[config.mk]
export PLATFORM = sky130hd
export DESIGN_NAME = sudoku_board_dp
export DESIGN_NICKNAME = d
export VERILOG_FILES = /design/src/rtl/sudoku_pkg.sv /design/src/rtl/sudoku_cell_gen.sv /design/src/rtl/sudoku_board_dp.sv
export SDC_FILE = /design/constraint.sdc
export NUM_CORES = 1
export LEC_CHECK = 0
export ABC_AREA = 0
export CAP_MARGIN = 20
export CELL_PAD_IN_SITES_DETAIL_PLACEMENT = 2
export CELL_PAD_IN_SITES_GLOBAL_PLACEMENT = 2
export CORE_MARGIN = 4
export CORE_UTILIZATION = 37
export DETAILED_ROUTE_END_ITERATION = 16
export PLACE_DENSITY_LB_ADDON = 0.1
export SLEW_MARGIN = 20
export SYNTH_ARGS = -nofsm -noshare
export SYNTH_HDL_FRONTEND = slang
export SYNTH_SLANG_ARGS = --single-unit
export TNS_END_PERCENT = 1
[constraint.sdc]
create_clock -name clka -period 4.7 [get_ports clka]
set_input_delay 1.41 -clock clka [delete_from_list [all_inputs] [get_ports clka]]
set_output_delay 1.41 -clock clka [all_outputs]
set_load 0.01 [all_outputs]
[src/rtl/sudoku_pkg.sv]
// Shared definitions for the sudoku board datapath.
// Holds command and difficulty codes, FSM state constants, and the two pure
// functions that define a puzzle: the per-cell solution value and the hint
// threshold for a given difficulty.
package sudoku_pkg;

   // Command op codes
   localparam logic [1:0] OpNew   = 2'b00;
   localparam logic [1:0] OpWrite = 2'b01;
   localparam logic [1:0] OpCheck = 2'b10;
   localparam logic [1:0] OpClear = 2'b11;

   // Difficulty codes
   localparam logic [1:0] DiffReveal = 2'b00;
   localparam logic [1:0] DiffEasy   = 2'b01;
   localparam logic [1:0] DiffMedium = 2'b10;
   localparam logic [1:0] DiffHard   = 2'b11;

   // FSM states
   typedef logic [1:0] state_t;
   localparam state_t StIdle = 2'd0;
   localparam state_t StGen  = 2'd1;
   localparam state_t StChk  = 2'd2;
   localparam state_t StDone = 2'd3;

   // Number of hint slots; a cell is a hint when its scattered rank is below this.
   function automatic int unsigned hint_thresh(input int unsigned cells, input logic [1:0] diff);
      int unsigned h;
      case (diff)
         DiffReveal: h = cells;
         DiffEasy:   h = cells / 2;
         DiffMedium: h = (3 * cells) / 8;
         default:    h = cells / 4;
      endcase
      return h;
   endfunction

   // Shifted-row Latin pattern: row r starts at r*box + r/box, so every row,
   // column and box holds each digit once.
   function automatic int unsigned sol_value(input int unsigned idx, input int unsigned seed,
                                             input int unsigned box, input int unsigned n);
      int unsigned r;
      int unsigned c;
      r = idx / n;
      c = idx % n;
      return ((r * box + r / box + c + seed) % n) + 1;
   endfunction

endpackage

[src/rtl/sudoku_cell_gen.sv]
// Combinational per-cell puzzle generator.
// Ports:
//   idx_i        cell index (row-major)
//   seed_i       puzzle seed
//   difficulty_i difficulty code
//   sol_o        solution digit for the cell (1..N)
//   hint_o       1 when the cell is a locked hint
module sudoku_cell_gen import sudoku_pkg::*; #(
   parameter int unsigned BOX    = 2,
   parameter int unsigned N      = BOX * BOX,
   parameter int unsigned CELLS  = N * N,
   parameter int unsigned VW     = $clog2(N + 1),
   parameter int unsigned IW     = $clog2(CELLS),
   parameter int unsigned STRIDE = 5
) (
   input  logic [IW-1:0] idx_i,
   input  logic [IW-1:0] seed_i,
   input  logic [1:0]    difficulty_i,
   output logic [VW-1:0] sol_o,
   output logic          hint_o
);

   always_comb begin
      sol_o  = VW'(sol_value(32'(idx_i), 32'(seed_i), BOX, N));
      // STRIDE coprime to CELLS makes this a permutation, so exactly H cells are hints.
      hint_o = ((32'(idx_i) * STRIDE + 32'(seed_i)) % CELLS) < hint_thresh(CELLS, difficulty_i);
   end

endmodule

[src/rtl/sudoku_board_dp.sv]
// Sudoku board datapath: generates a seeded puzzle, accepts user writes,
// clears free cells and checks the user board against the hidden solution.
// Ports:
//   clka, restart_n           clock, async active-low reset
//   cmd_valid/cmd_ready       command handshake (ready only when idle)
//   cmd_op                    NEW / WRITE / CHECK / CLEAR
//   seed, difficulty          puzzle parameters, sampled on NEW
//   cell_idx, cell_val        WRITE target and value (0 = empty)
//   user_board, given_mask    board contents and locked-hint mask
//   busy, done, wr_reject     status; done pulses one cycle per command
//   solved, err_count         result of the last CHECK
module sudoku_board_dp import sudoku_pkg::*; #(
   parameter int unsigned BOX    = 2,
   parameter int unsigned N      = BOX * BOX,
   parameter int unsigned CELLS  = N * N,
   parameter int unsigned VW     = $clog2(N + 1),
   parameter int unsigned IW     = $clog2(CELLS),
   parameter int unsigned STRIDE = 5
) (
   input  logic                clka,
   input  logic                restart_n,
   input  logic                cmd_valid,
   output logic                cmd_ready,
   input  logic [1:0]          cmd_op,
   input  logic [IW-1:0]       seed,
   input  logic [1:0]          difficulty,
   input  logic [IW-1:0]       cell_idx,
   input  logic [VW-1:0]       cell_val,
   output logic [CELLS*VW-1:0] user_board,
   output logic [CELLS-1:0]    given_mask,
   output logic                busy,
   output logic                done,
   output logic                wr_reject,
   output logic                solved,
   output logic [IW:0]         err_count
);

   state_t              state_q, state_d;
   logic [IW-1:0]       idx_q, idx_d;
   logic [IW-1:0]       seed_q, seed_d;
   logic [1:0]          diff_q, diff_d;
   logic [CELLS*VW-1:0] user_q, user_d;
   logic [CELLS*VW-1:0] sol_q, sol_d;
   logic [CELLS-1:0]    given_q, given_d;
   logic                wr_rej_q, wr_rej_d;
   logic                solved_q, solved_d;
   logic [IW:0]         err_count_q, err_count_d;
   logic [IW:0]         err_acc_q, err_acc_d;

   logic [VW-1:0]       gen_sol;
   logic                gen_hint;
   logic [VW-1:0]       cur_user;
   logic [VW-1:0]       cur_sol;
   logic                mismatch;
   logic                last_cell;

   sudoku_cell_gen #(
      .BOX    (BOX),
      .N      (N),
      .CELLS  (CELLS),
      .VW     (VW),
      .IW     (IW),
      .STRIDE (STRIDE)
   ) u_cell_gen (
      .idx_i        (idx_q),
      .seed_i       (seed_q),
      .difficulty_i (diff_q),
      .sol_o        (gen_sol),
      .hint_o       (gen_hint)
   );

   assign last_cell = (idx_q == IW'(CELLS - 1));
   assign cur_user  = user_q[32'(idx_q) * VW +: VW];
   assign cur_sol   = sol_q[32'(idx_q) * VW +: VW];
   // Empty cells never match, even against an unloaded (all-zero) solution.
   assign mismatch  = (cur_user == '0) || (cur_user != cur_sol);

   always_comb begin
      state_d     = state_q;
      idx_d       = idx_q;
      seed_d      = seed_q;
      diff_d      = diff_q;
      user_d      = user_q;
      sol_d       = sol_q;
      given_d     = given_q;
      wr_rej_d    = wr_rej_q;
      solved_d    = solved_q;
      err_count_d = err_count_q;
      err_acc_d   = err_acc_q;

      unique case (state_q)
         StIdle: begin
            if (cmd_valid) begin
               unique case (cmd_op)
                  OpNew: begin
                     state_d  = StGen;
                     idx_d    = '0;
                     seed_d   = seed;
                     diff_d   = difficulty;
                     solved_d = 1'b0;
                  end
                  OpCheck: begin
                     state_d   = StChk;
                     idx_d     = '0;
                     err_acc_d = '0;
                  end
                  OpWrite: begin
                     state_d  = StDone;
                     solved_d = 1'b0;
                     if (given_q[cell_idx] || (cell_val > VW'(N))) begin
                        wr_rej_d = 1'b1;
                     end else begin
                        user_d[32'(cell_idx) * VW +: VW] = cell_val;
                     end
                  end
                  OpClear: begin
                     state_d  = StDone;
                     solved_d = 1'b0;
                     for (int i = 0; i < int'(CELLS); i++) begin
                        if (!given_q[i]) begin
                           user_d[i * VW +: VW] = '0;
                        end
                     end
                  end
                  default: state_d = StIdle;
               endcase
            end
         end
         StGen: begin
            sol_d[32'(idx_q) * VW +: VW]  = gen_sol;
            given_d[idx_q]                = gen_hint;
            user_d[32'(idx_q) * VW +: VW] = gen_hint ? gen_sol : '0;
            idx_d                         = idx_q + 1'b1;
            if (last_cell) begin
               state_d = StDone;
            end
         end
         StChk: begin
            err_acc_d = err_acc_q + (IW + 1)'(mismatch);
            idx_d     = idx_q + 1'b1;
            if (last_cell) begin
               err_count_d = err_acc_d;
               solved_d    = (err_acc_d == '0);
               state_d     = StDone;
            end
         end
         StDone: begin
            state_d  = StIdle;
            wr_rej_d = 1'b0;
         end
         default: state_d = StIdle;
      endcase
   end

   always_ff @(posedge clka or negedge restart_n) begin
      if (!restart_n) begin
         state_q     <= StIdle;
         idx_q       <= '0;
         seed_q      <= '0;
         diff_q      <= '0;
         user_q      <= '0;
         sol_q       <= '0;
         given_q     <= '0;
         wr_rej_q    <= 1'b0;
         solved_q    <= 1'b0;
         err_count_q <= '0;
         err_acc_q   <= '0;
      end else begin
         state_q     <= state_d;
         idx_q       <= idx_d;
         seed_q      <= seed_d;
         diff_q      <= diff_d;
         user_q      <= user_d;
         sol_q       <= sol_d;
         given_q     <= given_d;
         wr_rej_q    <= wr_rej_d;
         solved_q    <= solved_d;
         err_count_q <= err_count_d;
         err_acc_q   <= err_acc_d;
      end
   end

   assign cmd_ready  = (state_q == StIdle);
   assign busy       = (state_q == StGen) || (state_q == StChk);
   assign done       = (state_q == StDone);
   // Set only on the WRITE accept edge and cleared on leaving DONE.
   assign wr_reject  = wr_rej_q;
   assign solved     = solved_q;
   assign err_count  = err_count_q;
   assign user_board = user_q;
   assign given_mask = given_q;

endmodule
==> results.py <==
metrics = {
    "clock_network": {
        "cts_resized": 0,
        "postCtsSetupBuffers": 0,
        "clock_latency_ns": 0.44,
        "postCtsHoldBufs": 0,
        "cts_tree": "done",
        "cts.sinks": 136,
        "htree_levels": 4,
        "cts_root_buffer": "clkbuf_16",
        "clk_path_buf_depth": 2,
        "clk_pin_slew_worst_paths_ns": 0.06,
        "numCtsBuffers": 17,
    },
    "synthesis": {
        "syn_nets": 831,
        "synth_ff_type": "dfrtp_1",
        "ys_seq_area_frac": 0.4170,
        "synth-edff-count": 0,
        "postSynthCellCount": 787,
        "postSynthAreaPerCell_um2": 10.37,
        "ys_types": 53,
        "ys_ff_latch": 136,
        "yosys_warnings": 0,
        "netlist_area_mm2": 0.008160,
        "synthArstFlopShare": 1.000,
    },
    "power_and_ir_drop": {
        "ir_drop_mv": 0.4194,
        "p_per_area_mw_per_mm2": 752.4,
        "total_power_mw": 7.578,
        "leakage_nw": 4.191,
    },
    "job": {
        "maxCapViolations": 0,
    },
    "floorplan": {
        "core_mm2": 0.02176,
        "fp.dieH_um": 156.5,
        "die_area_mm2": 0.02450,
        "num_rows": 54,
        "die_x_um": 156.5,
        "start_util": 0.3751,
        "io_pins": 92,
    },
    "worst_setup_path": {
        "critPathKind": "reg -> reg",
        "crit_required_ns": 5.05,
        "cp_max_fo": 13,
        "critPathLaunchType": "register",
        "arrival_ns": 4.56,
        "endpoint_kind": "register",
    },
    "detailed_routing": {
        "drt_first_pass_iters": 5,
        "wire_per_inst_um": 28.70,
        "via_per_inst": 6.197,
        "route.final.wire_length_um": 33760,
        "drc": 0,
        "drt_iter0_drc": 543,
        "ant_nets": 0,
        "num_vias": 7288,
    },
    "sta": {
        "finalCritPeriodShare": 0.8955,
        "max_freq_ghz": 0.2376,
        "period_minus_slack_ns": 4.209,
        "setup_viol": 0,
        "slew_headroom": 0.3395,
        "report.final.slew_viol_count": 0,
        "worst_clock_skew_ns": 0.008149,
        "rsz0062_at_grt": "no",
        "fin_setup_tns_ns": 0,
        "tightestPinTransition_ns": 0.9907,
        "hold_violations": 0,
        "worst_slack_ns": 0.4913,
    },
    "status": {
        "outcome": "finished, final reports clean",
    },
    "place": {
        "dp_hpwl_um": 25610,
        "io_buffers": 91,
        "place_ws_ns": 0.2368,
        "dpl_cell_area_mm2": 0.009472,
        "globalplace.congestion": 1.047,
    },
    "layout": {
        "areaGrowthSynthToFinish_pct": 23.41,
        "regArea_mm2": 0.003405,
        "n_fill_cell": 2255,
        "drive_gt1_frac": 0.1955,
        "multiInputGateArea_mm2": 0.004493,
        "fin_area_mm2": 0.01007,
        "fin_nets": 926,
    },
    "global_routing": {
        "grt_max_degree": 103,
        "grt_overflow": 0,
        "gr-usage-all-layers": 0.2802,
        "antenna_found_initial": 0,
        "grt_pass1_wl_um": 51130,
        "grt_pass1_vias": 8265,
    },
    "hold_path": {
        "hp-class": "reg -> reg",
    },
}
flip-flops by register name, indices dropped and copies added (netlist names):
name	cells
diff_q	2
err_acc_q	5
err_count	5
given_mask	16
idx_q	4
seed_q	4
sol_q	48
solved	1
state_q	2
user_board	48
wr_reject	1
synthesized netlist by cell type, types with 24 or more instances:
| master | n | area (µm²) |
|---|---|---|
| dfrtp_1 | 136 | 3403 |
| nand2_1 | 93 | 349.1 |
| mux2_2 | 70 | 788.3 |
| o21ai_0 | 56 | 280.3 |
| a21oi_1 | 45 | 225.2 |
| nand3_1 | 40 | 200.2 |
| clkbuf_1 | 37 | 138.9 |
| o22ai_1 | 34 | 212.7 |
| nor2_1 | 28 | 105.1 |
| mux4_2 | 27 | 608.1 |
| ha_1 | 24 | 300.3 |
area by class of cell:
type | instances | share of cell area
clock inverter | 15 | 0.01652
timing repair buffer | 123 | 0.1157
tap | 280 | 0.03479
clock buffer | 17 | 0.04224
antenna | 1 | 0.0002485
sequential | 136 | 0.3381
multi-input combinational | 587 | 0.4461
inverter | 17 | 0.006336
cells in the final DEF (no fill, tap or decap), types with 3 or more instances in the layout:
cell type        synthesis  layout
a22o_1                  12      12
inv_1                   15      15
o21ai_0                 56      56
a31oi_1                  9       9
mux2_2                  70      70
nand4_1                  5       5
nand2_1                 93      93
clkinv_4                 0       3
nand3_1                 40      40
a2111o_1                 5       5
a221o_1                  5       5
buf_4                    0      31
nor2_1                  28      28
and2_1                   9       9
clkdlybuf4s50_1          0      90
a32o_1                  11      11
a21oi_1                 45      45
nand2b_1                 9       9
mux4_2                  27      27
inv_6                    0       5
clkbuf_16                0      17
o31ai_1                  7       7
xnor2_1                 15      15
and3_1                  10      10
dfrtp_1                136     135
a2111oi_2                6       6
ha_1                    24      24
o21a_1                   3       3
o22ai_1                 34      34
mux2i_1                  4       4
a211o_1                  3       3
o32ai_1                  7       7
xor2_1                   6       6
nor3_1                  11      10
mux2_1                   3       3
nor2b_1                  8       8
worst max-delay path: stages (launching register included):
cell and delay (ns):
dfrtp_1 0.78, buf_4 0.37, mux4_2 0.35, a22o_1 0.27
a221oi_1 0.36, xnor2_1 0.11, or4_1 0.66, ha_1 0.30
ha_1 0.30, o41ai_1 0.35, nand3_1 0.11, o21ai_0 0.17
layer usage:
| metal | global-route usage | routed length (µm) | up-vias |
|---|---|---|---|
| met5 | 0 | 0 | - |
| met1 | 0.3603 | 14500 | 3808 |
| met2 | 0.4636 | 16240 | 258 |
| met3 | 0.05254 | 1807 | 64 |
| li1 | - | - | 3158 |
| met4 | 0.1194 | 1213 | 0 |
metrics by stage:
stage | hold WS (ns) | cells | utilization
2_1_floorplan | 0.4432 | 787 | -
3_3_place_gp | 0.4587 | 1143 | 0.4354
3_5_place_dp | 0.4738 | 1143 | 0.4354
4_1_cts | 0.4894 | 1175 | 0.4626
5_1_grt | 0.5193 | 1175 | 0.4628
6_report | 0.4842 | 1176 | 0.4629
logic make-up after synthesis:
kind of cell / synth area share
xor+xnor: 0.02254
mux: 0.1802
simple gates: 0.1263
fa+ha+maj: 0.04171
compound gates: 0.1792
flops: 0.4170
buf+inv: 0.03296
power breakdown:
group	switching (mW)	total, mW	internal (mW)
clock network	0.606	1.40	0.794
logic	2.56	4.20	1.64
registers	0.445	1.98	1.53
total	3.61	7.58	3.97
final timing paths:
path | endpoint | cells past startpoint | slack [ns] | start
setup / recovery | solved | 11 | 0.49 | idx_q[1]
min in group asynchronous | err_count[3] | 1 | 1.07 | restart_n
setup reg to reg | solved | 11 | 0.49 | idx_q[1]
hold / removal | err_count[2] | 2 | 0.48 | err_count[2]
max in group asynchronous | user_board[11] | 2 | 2.69 | restart_n
hold reg to reg | err_count[2] | 2 | 0.48 | err_count[2]
No activity file was read; power rests on OpenSTA's default activity.
